File: src/rtl/seg_scan_if.sv
// rtl/seg_scan_if.sv - display bus and capture result bundle for seg_scan_capture
interface seg_scan_if #(
    parameter int NUM_DIGITS = 4
);
    logic [6:0]              i_seg;
    logic [NUM_DIGITS-1:0]   i_digit_sel;
    logic                    i_invert;
    logic                    i_clear;
    logic [4*NUM_DIGITS-1:0] o_digits;
    logic [NUM_DIGITS-1:0]   o_valid;
    logic [NUM_DIGITS-1:0]   o_blank;
    logic                    o_update;
    logic                    o_error;

    modport master (
        output i_seg, i_digit_sel, i_invert, i_clear,
        input  o_digits, o_valid, o_blank, o_update, o_error
    );

    modport slave (
        input  i_seg, i_digit_sel, i_invert, i_clear,
        output o_digits, o_valid, o_blank, o_update, o_error
    );
endinterface

File: src/rtl/seg_scan_capture.sv
// rtl/seg_scan_capture.sv - settle-filtered readback of a multiplexed 7-segment bus
module seg_scan_capture #(
    parameter int NUM_DIGITS    = 4,
    parameter int STABLE_CYCLES = 4
) (
    input  logic       i_clk,
    input  logic       i_rst_n,
    seg_scan_if.slave  bus
);
    localparam int CW = (STABLE_CYCLES < 1) ? 1 : $clog2(STABLE_CYCLES + 1);

    typedef enum logic [1:0] {IDLE, SETTLE, HELD} state_t;

    state_t                  state_q, state_d;
    logic [CW-1:0]           cnt_q, cnt_d;
    logic [6:0]              seg_q, seg_d;
    logic [NUM_DIGITS-1:0]   sel_q, sel_d;
    logic                    inv_q, inv_d;
    logic [4*NUM_DIGITS-1:0] digits_q, digits_d;
    logic [NUM_DIGITS-1:0]   valid_q, valid_d;
    logic [NUM_DIGITS-1:0]   blank_q, blank_d;
    logic                    update_q, update_d;
    logic                    error_q, error_d;
    logic [6:0]              seg_in;
    logic                    changed;
    logic [4:0]              dec;

    // Returns {hit, nibble}; exact gfedcba match only.
    function automatic logic [4:0] decode(input logic [6:0] p);
        case (p)
            7'b0111111: decode = 5'h10;
            7'b0000110: decode = 5'h11;
            7'b1011011: decode = 5'h12;
            7'b1001111: decode = 5'h13;
            7'b1100110: decode = 5'h14;
            7'b1101101: decode = 5'h15;
            7'b1111101: decode = 5'h16;
            7'b0000111: decode = 5'h17;
            7'b1111111: decode = 5'h18;
            7'b1101111: decode = 5'h19;
            7'b1110111: decode = 5'h1A;
            7'b1111100: decode = 5'h1B;
            7'b0111001: decode = 5'h1C;
            7'b1011110: decode = 5'h1D;
            7'b1111001: decode = 5'h1E;
            7'b1110001: decode = 5'h1F;
            default:    decode = 5'h00;
        endcase
    endfunction

    assign seg_in  = bus.i_seg ^ {7{bus.i_invert}};
    assign changed = ({bus.i_invert, seg_in, bus.i_digit_sel} != {inv_q, seg_q, sel_q});
    assign dec     = decode(seg_q);

    always_comb begin
        state_d  = state_q;
        cnt_d    = cnt_q;
        seg_d    = seg_in;
        sel_d    = bus.i_digit_sel;
        inv_d    = bus.i_invert;
        digits_d = digits_q;
        valid_d  = valid_q;
        blank_d  = blank_q;
        error_d  = error_q;
        update_d = 1'b0;

        // Clear is applied first so a same-edge capture overrides it.
        if (bus.i_clear) begin
            valid_d = '0;
            blank_d = '0;
            error_d = 1'b0;
        end

        if (changed) begin
            cnt_d   = '0;
            state_d = (bus.i_digit_sel == '0) ? IDLE : SETTLE;
        end else begin
            case (state_q)
                IDLE: cnt_d = '0;
                SETTLE: begin
                    if (cnt_q == CW'(STABLE_CYCLES - 1)) begin
                        cnt_d    = '0;
                        state_d  = HELD;
                        update_d = 1'b1;
                        if (!$onehot(sel_q)) begin
                            error_d = 1'b1;
                        end else if (seg_q == 7'b0) begin
                            blank_d = blank_d | sel_q;
                            valid_d = valid_d & ~sel_q;
                        end else if (!dec[4]) begin
                            error_d = 1'b1;
                        end else begin
                            for (int k = 0; k < NUM_DIGITS; k++) begin
                                if (sel_q[k]) begin
                                    digits_d[4*k +: 4] = dec[3:0];
                                    valid_d[k]         = 1'b1;
                                    blank_d[k]         = 1'b0;
                                end
                            end
                        end
                    end else begin
                        cnt_d = cnt_q + CW'(1);
                    end
                end
                default: ;
            endcase
        end
    end

    always_ff @(posedge i_clk or negedge i_rst_n) begin
        if (!i_rst_n) begin
            state_q  <= IDLE;
            cnt_q    <= '0;
            seg_q    <= '0;
            sel_q    <= '0;
            inv_q    <= 1'b0;
            digits_q <= '0;
            valid_q  <= '0;
            blank_q  <= '0;
            update_q <= 1'b0;
            error_q  <= 1'b0;
        end else begin
            state_q  <= state_d;
            cnt_q    <= cnt_d;
            seg_q    <= seg_d;
            sel_q    <= sel_d;
            inv_q    <= inv_d;
            digits_q <= digits_d;
            valid_q  <= valid_d;
            blank_q  <= blank_d;
            update_q <= update_d;
            error_q  <= error_d;
        end
    end

    assign bus.o_digits = digits_q;
    assign bus.o_valid  = valid_q;
    assign bus.o_blank  = blank_q;
    assign bus.o_update = update_q;
    assign bus.o_error  = error_q;
endmodule

File: src/flat_wrapper.sv
// flat-port wrapper written by rule: the top's interface ports become plain ports
module seg_scan_capture_flat 
#(
    parameter int NUM_DIGITS    = 4,
    parameter int STABLE_CYCLES = 4
)
  (i_clk, i_rst_n, bus_i_seg, bus_i_digit_sel, bus_i_invert, bus_i_clear, bus_o_digits, bus_o_valid, bus_o_blank, bus_o_update, bus_o_error);
  seg_scan_if #(.NUM_DIGITS(NUM_DIGITS)) bus_i ();
  input  logic i_clk;
  input  logic i_rst_n;
  input wire logic [$bits(bus_i.i_seg)-1:0] bus_i_seg;
  input wire logic [$bits(bus_i.i_digit_sel)-1:0] bus_i_digit_sel;
  input wire logic [$bits(bus_i.i_invert)-1:0] bus_i_invert;
  input wire logic [$bits(bus_i.i_clear)-1:0] bus_i_clear;
  output wire logic [$bits(bus_i.o_digits)-1:0] bus_o_digits;
  output wire logic [$bits(bus_i.o_valid)-1:0] bus_o_valid;
  output wire logic [$bits(bus_i.o_blank)-1:0] bus_o_blank;
  output wire logic [$bits(bus_i.o_update)-1:0] bus_o_update;
  output wire logic [$bits(bus_i.o_error)-1:0] bus_o_error;
  assign bus_i.i_seg = bus_i_seg;
  assign bus_i.i_digit_sel = bus_i_digit_sel;
  assign bus_i.i_invert = bus_i_invert;
  assign bus_i.i_clear = bus_i_clear;
  assign bus_o_digits = bus_i.o_digits;
  assign bus_o_valid = bus_i.o_valid;
  assign bus_o_blank = bus_i.o_blank;
  assign bus_o_update = bus_i.o_update;
  assign bus_o_error = bus_i.o_error;
  seg_scan_capture #(.NUM_DIGITS(NUM_DIGITS), .STABLE_CYCLES(STABLE_CYCLES)) u_core (.i_clk(i_clk), .i_rst_n(i_rst_n), .bus(bus_i));
endmodule
File: config.mk
export PLATFORM = sky130hd
export DESIGN_NAME = seg_scan_capture_flat
export DESIGN_NICKNAME = d
export VERILOG_FILES = /design/src/rtl/seg_scan_if.sv /design/src/rtl/seg_scan_capture.sv /design/src/flat_wrapper.sv
export SDC_FILE = /design/constraint.sdc
export NUM_CORES = 1
export LEC_CHECK = 0
export BUFFER_PORTS_ARGS = -buffer_cell sky130_fd_sc_hd__buf_4
export CAP_MARGIN = 25
export CORE_UTILIZATION = 35
export CTS_CLUSTER_DIAMETER = 150
export DETAILED_ROUTE_END_ITERATION = 8
export PLACE_DENSITY = 0.57
export SLEW_MARGIN = 20
export SYNTH_ARGS = -nofsm -noshare
export SYNTH_HDL_FRONTEND = slang
export SYNTH_SLANG_ARGS = --single-unit
File: constraint.sdc
create_clock -name i_clk -period 3 [get_ports i_clk]
set_input_delay 0 -clock i_clk [delete_from_list [all_inputs] [get_ports i_clk]]
set_output_delay 0 -clock i_clk [all_outputs]
set_load 0.01 [all_outputs]
; ---- Word-level counts from Yosys, hierarchy flattened
; Index checks and enable logic that the tools add are counted.
[op_classes]
add_sub_neg = 4
bitwise_logic = 6
n_reduce_logical = 11
n_mux = 40
n_eq_ne = 20
[op_table]
columns = op, count
row1 = == test 7 bit (second input constant), 12
row2 = one-hot mux 5 bit (16 select lines), 1
row3 = two-way mux 4 bit, 14
row4 = AND reduction 7 bit, 4
row5 = two-way mux 1 bit, 19
row6 = == test 7 x 3 -> 1 bit (second input constant), 2
row7 = == test 7 x 6 -> 1 bit (second input constant), 2
row8 = inequality test 12 bit, 1
row9 = logical NOT 7 bit, 1
row10 = bitwise XOR 7 bit, 1
row11 = two-way mux 2 bit, 3
row12 = two-way mux 3 bit, 2
row13 = one-hot mux 3 bit (2 select lines), 1
row14 = adder 1 x 1 -> 2 bit, 2
row15 = AND 4 bit, 1
row16 = logical NOT 4 bit, 1
row17 = inverter 4 bit, 1
row18 = bitwise OR 4 bit, 1
row19 = nonzero test 2 bit, 2
row20 = adder 3 x 1 -> 3 bit (second input constant), 1
row21 = adder 3 bit, 1
row22 = == test 3 x 1 -> 1 bit (second input constant), 1
row23 = == test 3 x 2 -> 1 bit (second input constant), 1
row24 = nonzero test 3 bit, 1
row25 = 4 further kinds, 5
[totals]
out_inout_bits = 26
register_bits = 43
word_cells = 94
input_bits = 15

; ---- Longest topological paths before layout
[logic_depth]
depth_word = 8
depth_mapped = 8
mapped_depth_nobuf = 8

; ---- Least setup slack after synthesis
; No wires, ideal clock.
[synth_path]
kind = register -> register
startpoint = reg u_core.sel_q[0]
endpoint = reg u_core.digits_q[0] (netlist: u_core.bus.o_digits[0])
n_path_buf = 0
setup_slack_ps = 683
required_time_ps = 2875
arrival_time_ps = 2193
setup_time_ps = 125
path_stages_with_launch = 9
period_less_slack_ps = 2317
cell_sequence = dfrtp_1 -> ha_1 -> ha_1 -> inv_1 -> fa_1 -> nand4_1 -> nor2_1 -> nand4_1 -> mux2_2
[synth_via]
elab_chain_cells = 4
elab_cells_between_ends = 6
classes_between = add/sub: 2 / eq/ne: 2 / bitwise: 1 / reduce/logical: 1
[synth_rtl]
columns = item, line
row1 = from (decl), seg_scan_capture.sv:17  ; logic [NUM_DIGITS-1:0] sel_q, sel_d;
row2 = from (signal assigned), seg_scan_capture.sv:126  ; sel_q <= sel_d;
row3 = adder 1 x 1 -> 2 bit (implied by the code), seg_scan_capture.sv:85  ; if (!$onehot(sel_q)) begin
row4 = adder 3 bit (implied by the code), seg_scan_capture.sv:85
row5 = == test 3 x 1 -> 1 bit, seg_scan_capture.sv:85
row6 = AND reduction 7 bit (no line) *, --
row7 = to (signal assigned), seg_scan_capture.sv:128  ; digits_q <= digits_d;
row8 = to (decl), seg_scan_capture.sv:19  ; logic [4*NUM_DIGITS-1:0] digits_q, digits_d;
; Every way passes the cells marked *; elsewhere a longest branch is shown, timed or not.
; A chain may end at the register's enable or synchronous reset.

; ---- Final worst setup path
[layout_path]
startpoint = reg u_core.sel_q[0]
endpoint = reg u_core.digits_q[11] (netlist: u_core.bus.o_digits[11])
; Same word-level chain as after synthesis.

==> metrics <==
CP Launch Type register; Vias approximately 1800; Initial Utilization 36.3%; critical path capture point u_core.bus.o_digits[11]$_DFFE_PN0P_; Critical Path End Type register; postcts setup bufs 0; register area share after synthesis a little under half; io pins between 40 and 50; clock sinks 43; synthesized area per cell about 11 um^2; predominant post-synthesis flop cell dfrtp_1; row cnt 29; Final Hold Vio Count 0; total track usage roughly 15%; DP Worst Slack 413 ps; gate count of the mapped netlist roughly 210; Multi-input gate area about 0.0012 mm^2; hold_sp bus_i_clear; Die H just over 80 um; first-pass GRT wire length just over 8 mm; CTS tree built; DR WL/cell between 10 and 15 um; largest net degree at the start of global routing 44; Routed WL between 4 and 5 mm; register bit total from synthesis 43; number of fill cells in the layout a little under 600; VDD IR max around 0.00019 V; root buffer cell clkbuf_8; Reg2Reg Depth 8; CTS max path bufs 2; Final Worst Setup Slack 402 ps; DRC Markers 0; cts bufs inserted 5; met3 global-route usage approximately 3.7%; FMAX roughly 0.38 GHz; Port Buffers 40; Slew HR a little under three fifths; PwrDens around 430 mW/mm^2; GRT met2 Usage about 22%; TNS Setup 0 ps; clock skew 4.87 ps; crit path max fanout 6; Yosys cell types between 50 and 60; Vias/cell between 5 and 6; Pleak approximately 1.4 nW; YS warnings 0; die area between 0.006 and 0.007 mm^2; DP Area about 0.0027 mm^2; n_diodes 0; Die W approximately 83 um; global routing's busiest layer met2; Worst R2R Start u_core.sel_q[0]$_DFF_PN0_; fraction of registers with async set/reset 100%; Final #Nets 283; Worst EP required 3180 ps; unrepaired setup endpoints after global routing no; Post-DP HPWL roughly 3.5 mm; Pre-Repair DR Iteration Count 4; Clock Pin Slew Worst Setup and Hold Paths approximately 80 ps; core area approximately 0.0063 mm^2; crit path DAT 2780 ps; Placer Congestion just over 0.8; layout cells sized above 1 between 20% and 30%; Area Growth Syn to Fin 26.1%; status finished, final reports clean; Slew Viols, Final 0; Congestion Overflow GR 0; Tmin final between 2000 and 3000 ps; Max-cap violations 0; EDFF count, synth 0; crit path launch u_core.sel_q[0]$_DFF_PN0_; ratio of final minimum period to clock period between 80% and 90%; WS Path Type register to register; Setup violations, final 0; met1 Resource Use GR between 20% and 30%; Post-DRT Antenna Nets 0; reg2reg setup slack approximately 400 ps; Initial DRC Count about 60; worst slew pin tran around 640 ps; FF/Latch Area around 0.0011 mm^2; reg2reg end u_core.bus.o_digits[11]$_DFFE_PN0P_; initial antenna violation count 0; depth of the CTS H-tree 2; Netlist Area Pre-Place between 0.002 and 0.0025 mm^2; design area 0.00291 mm^2; post-synth net total approximately 230; Clock Latency Late Sink 290 ps; Hold/Removal Path Class input port to register; vias in the first global route roughly 1600
[state kept, by name, indices dropped and copies added (netlist names)]
name and count:
u_core.bus.o_blank 4, u_core.bus.o_update 1, u_core.bus.o_error 1, u_core.sel_q 4, u_core.state_q 2, u_core.inv_q 1, u_core.cnt_q 3, u_core.seg_q 7
u_core.bus.o_valid 4, u_core.bus.o_digits 16
[through the flow]
step,hold WS [ps],utilization (%),power (mW),std cells
after floorplan,-296,-,0.735,211
after global placement,25.2,41.9,0.784,320
after detailed placement,31.6,41.9,0.786,320
after CTS,131,45.8,1.28,341
after global routing,163,45.8,1.33,341
final,142,45.8,1.26,341
[synthesized netlist by cell type (5+ instances only)]
cell,number,area (um^2)
a21oi_1,8,40.0
and3_1,7,43.8
clkbuf_1,5,18.8
dfrtp_1,43,1080
mux2_2,16,180
nand2_1,10,37.5
nand2b_1,8,50.1
nand3_1,5,25.0
nand4_1,7,43.8
nor2_1,6,22.5
nor2b_1,12,75.1
nor4_1,5,31.3
xnor2_1,7,61.3
xor2_1,12,105
[worst min-delay path by stage]
stage / to / slack (ps) / cells after the start
finish: u_core.bus.o_blank[1]$_DFF_PN0_ / 140 / 3
global route: u_core.bus.o_blank[0]$_DFF_PN0_ / 160 / 3
CTS: u_core.bus.o_blank[1]$_DFF_PN0_ / 130 / 3
detailed placement: u_core.bus.o_update$_DFF_PN0_ / 30 / 1
global placement: u_core.state_q[1]$_DFFE_PN0P_ / 30 / 1
floorplan: u_core.bus.o_blank[0]$_DFF_PN0_ / -300 / 0
[what timing repair did]
item,in CTS,in global routing
hold buffers,13,0
resized for setup,0,0
hold endpoints to repair,55,0
[worst max-delay path, cell delays in order (launching register included)]
cell and delay [ps]:
dfrtp_1 470, ha_1 320, ha_1 140, inv_1 50, fa_1 490, nand4_1 140
nor2_1 240, nand4_1 290, mux2_2 350
[routing by layer]
| metal | part of all wire, % | up-vias |
|---|---|---|
| met5 | 0 | - |
| met4 | 0.84 | 0 |
| met3 | 3.5 | 2 |
| met2 | 45 | 40 |
| met1 | 51 | 854 |
| li1 | - | 874 |
[cell usage in the layout, fill, tap and decap left out, types with 2 or more instances in the layout]
master,instances
a211o_1,4
a211oi_1,4
a21oi_1,8
a22o_1,2
and3_1,7
buf_4,40
clkbuf_8,6
dfrtp_1,43
dlygate4sd3_1,13
ha_1,4
inv_1,3
mux2_2,16
nand2_1,10
nand2b_1,8
nand3_1,5
nand4_1,7
nor2_1,6
nor2b_1,12
nor3_1,3
nor3b_1,2
nor4_1,5
o211ai_1,3
o21ai_0,4
o22ai_1,2
xnor2_1,7
xor2_1,12
[power breakdown]
group          total (mW)  switching (mW)  internal [mW]
registers           0.632          0.0397          0.592
logic               0.155          0.0798         0.0752
clock network       0.470           0.200          0.270
[layout make-up]
| class | instances | area share, % |
|---|---|---|
| clock inverter | 2 | 1.20 |
| inverter | 4 | 0.516 |
| timing repair buffer | 53 | 14.8 |
| multi-input combinational | 156 | 40.3 |
| clock buffer | 6 | 2.84 |
| sequential | 43 | 37.0 |
| tap | 77 | 3.31 |
[logic make-up (layout without fill, tap and decap cells)]
group | count (synthesis) | after routing | share of synthesized area, %
AOI/OAI and AO/OA | 39 | 39 | 11.9
xor gates and xnor gates | 19 | 19 | 7.22
adders and majority gates | 5 | 5 | 3.04
buffers and inverters | 12 | 65 | 2.50
DFF | 43 | 43 | 46.7
muxes | 16 | 16 | 7.81
and+or+nand+nor | 77 | 77 | 20.8
Note: power is estimated with default switching activity, not from simulation.
